`config.mk`:
```
export PLATFORM = sky130hd
export DESIGN_NAME = int_controller
export DESIGN_NICKNAME = d
export VERILOG_FILES = /design/src/rtl/int_controller.sv
export SDC_FILE = /design/constraint.sdc
export NUM_CORES = 1
export LEC_CHECK = 0
export BUFFER_PORTS_ARGS = -buffer_cell sky130_fd_sc_hd__buf_2
export CORE_MARGIN = 2
export CORE_UTILIZATION = 54
export DETAILED_ROUTE_END_ITERATION = 12
export HOLD_SLACK_MARGIN = 0.03
export PLACE_DENSITY = 0.82
export SETUP_SLACK_MARGIN = 0.4
export SYNTH_ARGS = -nofsm -noshare
export SYNTH_HDL_FRONTEND = slang
export SYNTH_SLANG_ARGS = --single-unit
```
`constraint.sdc`:
```
create_clock -name clk -period 2.8 [get_ports clk]
set_input_delay 0.28 -clock clk [delete_from_list [all_inputs] [get_ports clk]]
set_output_delay 0.28 -clock clk [all_outputs]
set_load 0.02 [all_outputs]
```
`src/rtl/int_controller.sv`:
```
// Interrupt source for the multicycle CPU: edge-detects N_IRQ maskable lines plus one NMI,
// masks and priority-encodes them, and presents one request at a time until acknowledged and EOI'd.
module int_controller #(
  parameter int N_IRQ = 8,
  parameter int VEC_W = 3
) (
  input  logic             clk,
  input  logic             rst_n,
  input  logic [N_IRQ-1:0] irq,
  input  logic             nmi_src,
  input  logic             mask_wr,
  input  logic [N_IRQ-1:0] mask_data,
  input  logic             INTD,
  input  logic             INA,
  input  logic             isInterrupted,
  input  logic             eoi,
  output logic             INT,
  output logic             NMI,
  output logic [VEC_W-1:0] vector,
  output logic             in_service,
  output logic [N_IRQ-1:0] pending
);

  typedef enum logic [1:0] {IDLE = 2'd0, REQ = 2'd1, SERVICE = 2'd2} state_t;

  state_t           state, state_nxt;
  logic [N_IRQ-1:0] irq_q, mask, pending_r, eligible, irq_evt, pend_clr;
  logic             nmi_q, nmi_pend, nmi_evt, armed;
  logic             latch, ack, done;

  function automatic logic [VEC_W-1:0] prio_enc(input logic [N_IRQ-1:0] req);
    logic [VEC_W-1:0] v;
    v = '0;
    for (int i = N_IRQ - 1; i >= 0; i--)
      if (req[i]) v = VEC_W'(i);
    return v;
  endfunction

  // armed stays low for the first edge after reset so levels already high at release
  // are absorbed into irq_q/nmi_q instead of counting as fresh rising edges.
  assign irq_evt  = armed ? (irq & ~irq_q) : '0;
  assign nmi_evt  = armed & nmi_src & ~nmi_q;
  assign eligible = pending_r & ~mask;

  always_ff @(posedge clk or negedge rst_n) begin
    if (!rst_n) begin
      armed <= 1'b0;
      irq_q <= '0;
      nmi_q <= 1'b0;
      mask  <= '0;
    end else begin
      armed <= 1'b1;
      irq_q <= irq;
      nmi_q <= nmi_src;
      if (mask_wr) mask <= mask_data;
    end
  end

  always_ff @(posedge clk or negedge rst_n) begin
    if (!rst_n) state <= IDLE;
    else        state <= state_nxt;
  end

  always_comb begin
    state_nxt = state;
    case (state)
      IDLE:    if (|eligible) state_nxt = REQ;
      REQ:     if (INA)       state_nxt = SERVICE;
      SERVICE: if (eoi)       state_nxt = IDLE;
      default:                state_nxt = IDLE;
    endcase
  end

  always_comb begin
    latch    = (state == IDLE) && (|eligible);
    ack      = (state == REQ) && INA;
    done     = (state == SERVICE) && eoi;
    pend_clr = '0;
    for (int i = 0; i < N_IRQ; i++)
      pend_clr[i] = ack && (vector == VEC_W'(i));
  end

  // Set has priority over the acknowledge clear on the same bit.
  always_ff @(posedge clk or negedge rst_n) begin
    if (!rst_n) begin
      pending_r  <= '0;
      vector     <= '0;
      in_service <= 1'b0;
      INT        <= 1'b0;
      nmi_pend   <= 1'b0;
    end else begin
      pending_r <= (pending_r & ~pend_clr) | irq_evt;
      if (latch) vector <= prio_enc(eligible);
      if (ack)       in_service <= 1'b1;
      else if (done) in_service <= 1'b0;
      INT      <= (state_nxt == REQ) & ~INTD;
      nmi_pend <= nmi_evt | (nmi_pend & ~(isInterrupted & ~INA));
    end
  end

  assign NMI     = nmi_pend;
  assign pending = pending_r;

endmodule

```
==> run metrics <==
outcome=complete, no violations; met1 usage=0.275; Worst Hold Path Cells=1; Congestion Overflow GR=0; TritonCTS Buffers=5; largest stage delay on the critical path=430 ps; Max clock buf depth=2; Syn-to-layout area delta=20.9%; Worst EP required=3020 ps; # rows=18; Min-Delay Path Class=in -> reg; number of global-route vias before repair=1,002; critical path startpoint category=flip-flop; VDD IR-drop max=555 uV; GRT Util Overall=0.227; final core area utilization=0.678; top cells by count, synth=dfrtp_1, nand2_1, o21ai_0, nand2b_1; flop2flop setup slack=1320 ps; die area=0.00297 mm^2; via count=1,059; Final Skew=7.65 ps; Resized cells post-CTS=0; ANT nets after route=0; met2 GRT Util=0.349; CTS H-tree lvls=2; maximum fanout along the worst path=4; setup TNS=0 ps; pwr dens=893 mW/mm^2; Worst-Skew Late Latency=340 ps; worst hold slack=58.4 ps; CTS sink count=34; hold worst-path end=irq_q[5]; R2R depth=4; Avg WL per Cell=14.2 um; Root Buffer=clkbuf_4; Setup CP Type=reg -> reg; Final setup viols=0; slowest stage cell, crit path=dfrtp_1; die width=54.5 um; Post-Syn Nets=146; GPL Wtd Cong=0.827; met3 usage=0.0902; Synth area leader=dfrtp_1; Critical Path, Cell by Cell=nand2b_1 > o2111ai_1 > o21ai_1 > mux2_1; Pre-antenna DRT Iters=4; post-synthesis sequential area ratio=0.618; starting density of the core=0.561; HPWL after detailed placement=2040 um; share of the synthesized area in the top cell type=0.618; postcts setup bufs=0; leakage power total=0.757 nW; Avg Cell Area, Syn=11.3 um^2; pre-CTS setup slack=1350 ps; Placeable Area=0.00245 mm^2; worst rel slew slack=0.520; Final WS setup=1320 ps; register bit total from synthesis=34; layout net count=190; largest net degree at the start of global routing=35; synth top area cells=dfrtp_1, o21ai_0, mux2_2, nand2_1, nand2b_1; Worst Tran Pin Value=721 ps; number of enable flip-flop cells after synthesis=0; worst reg2reg path endpoint=vector[0]; global-route wire length before repair=4470 um; Min-Delay Startpoint=irq[5]; Final min period=1480 ps; PortBufs=37; fmax=675 MHz; RSZ-0062 raised after global routing=false; share of post-route cells with drive strength above 1=0.319; Reg-to-Reg Start=pending[3]; CP endpoint kind=flip-flop; Worst Path Arrival=1700 ps; hold_buf cts=1; Syn Inst Count=122; most used flip-flop cell after synthesis=dfrtp_1; number of distinct library cells after synthesis=30; number of vias per cell=5.40; CTS tree=done; 1st-iter DRT viols=45; busiest grt layer=met2; DRC errors left=0; fin crit share=0.529; mapped cell area=0.00138 mm^2; initial antenna violation count=0; count leader, synth=dfrtp_1; die height=54.5 um; # diodes=0; ys async rst share=1.00; total wire length=2790 um; Final Hold Vio Count=0; Max Cap Viol=0; Syn. warnings=0; Max Slew Vio Count=0; Top Ports=38; Worst-path clk slew=90 ps
==> placed cells by master (no fill, tap or decap), types with 3 or more instances in the layout <==
cell type / Yosys / final
dlygate4sd3_1: 0 / 3
mux2_2: 5 / 5
inv_1: 7 / 7
a21oi_1: 4 / 4
nand2_1: 15 / 15
buf_2: 1 / 37
nand2b_1: 9 / 9
dfrtp_1: 34 / 34
o21ai_0: 12 / 12
clkbuf_4: 0 / 5
nand3b_1: 7 / 7
==> through the flow <==
step / power, mW / instance area, um^2 / instances
3_5_place_dp: 1.24 / 1590 / 186
2_1_floorplan: 1.05 / 1380 / 122
5_1_grt: 1.59 / 1660 / 196
6_report: 1.49 / 1660 / 196
4_1_cts: 1.49 / 1640 / 194
3_3_place_gp: 1.21 / 1590 / 186
==> critical path, delay by kind of cell, from the launching register on <==
kind,cells,cell delay [ps]
simple gates,1,140
compound gates,2,460
mux,1,340
flops,1,430
==> cell families (layout without fill, tap and decap cells) <==
group	Yosys count	count (layout)	share of synthesized area
other cells	1	1	0.00272
mux	6	6	0.0491
compound gates	26	26	0.112
buf+inv	10	54	0.0282
flops	34	34	0.618
simple gates	45	45	0.190
==> worst max path at each step <==
stage / slack, ps / depth (start not counted) / endpoint / from
global placement: 1500 / 4 / vector[0] / pending[3]
global route: 1230 / 4 / vector[0] / pending[3]
CTS: 1320 / 4 / vector[0] / pending[3]
detailed placement: 1350 / 4 / vector[0] / pending[3]
floorplan: 1420 / 4 / vector[0] / pending[3]
finish: 1320 / 4 / vector[0] / pending[3]
==> power by group <==
group          switching, mW  internal (mW)
logic                  0.306          0.199
registers              0.129          0.607
clock network          0.155         0.0900
total                  0.590          0.897
==> registers in the layout (all words and copies together), names as in the netlist <==
name	cells
INT	1
NMI	1
armed	1
in_service	1
irq_q	8
mask	8
nmi_q	1
pending	8
state	2
vector	3
==> cell type report <==
| type | instances | area [um^2] |
|---|---|---|
| Inverter | 7 | 26.3 |
| Timing Repair Buffer | 40 | 215 |
| Clock buffer | 5 | 37.5 |
| Fill cell | 201 | 791 |
| Tap cell | 30 | 37.5 |
| Multi-Input combinational cell | 78 | 487 |
| Sequential cell | 34 | 851 |
| Clock inverter | 2 | 10.0 |
==> metal layers <==
metal	vias up	wire length, um
met2	29	1410
met1	511	1180
met3	6	151
met4	0	45
met5	-	0
li1	513	-
Power figures use the tool's default switching activity.
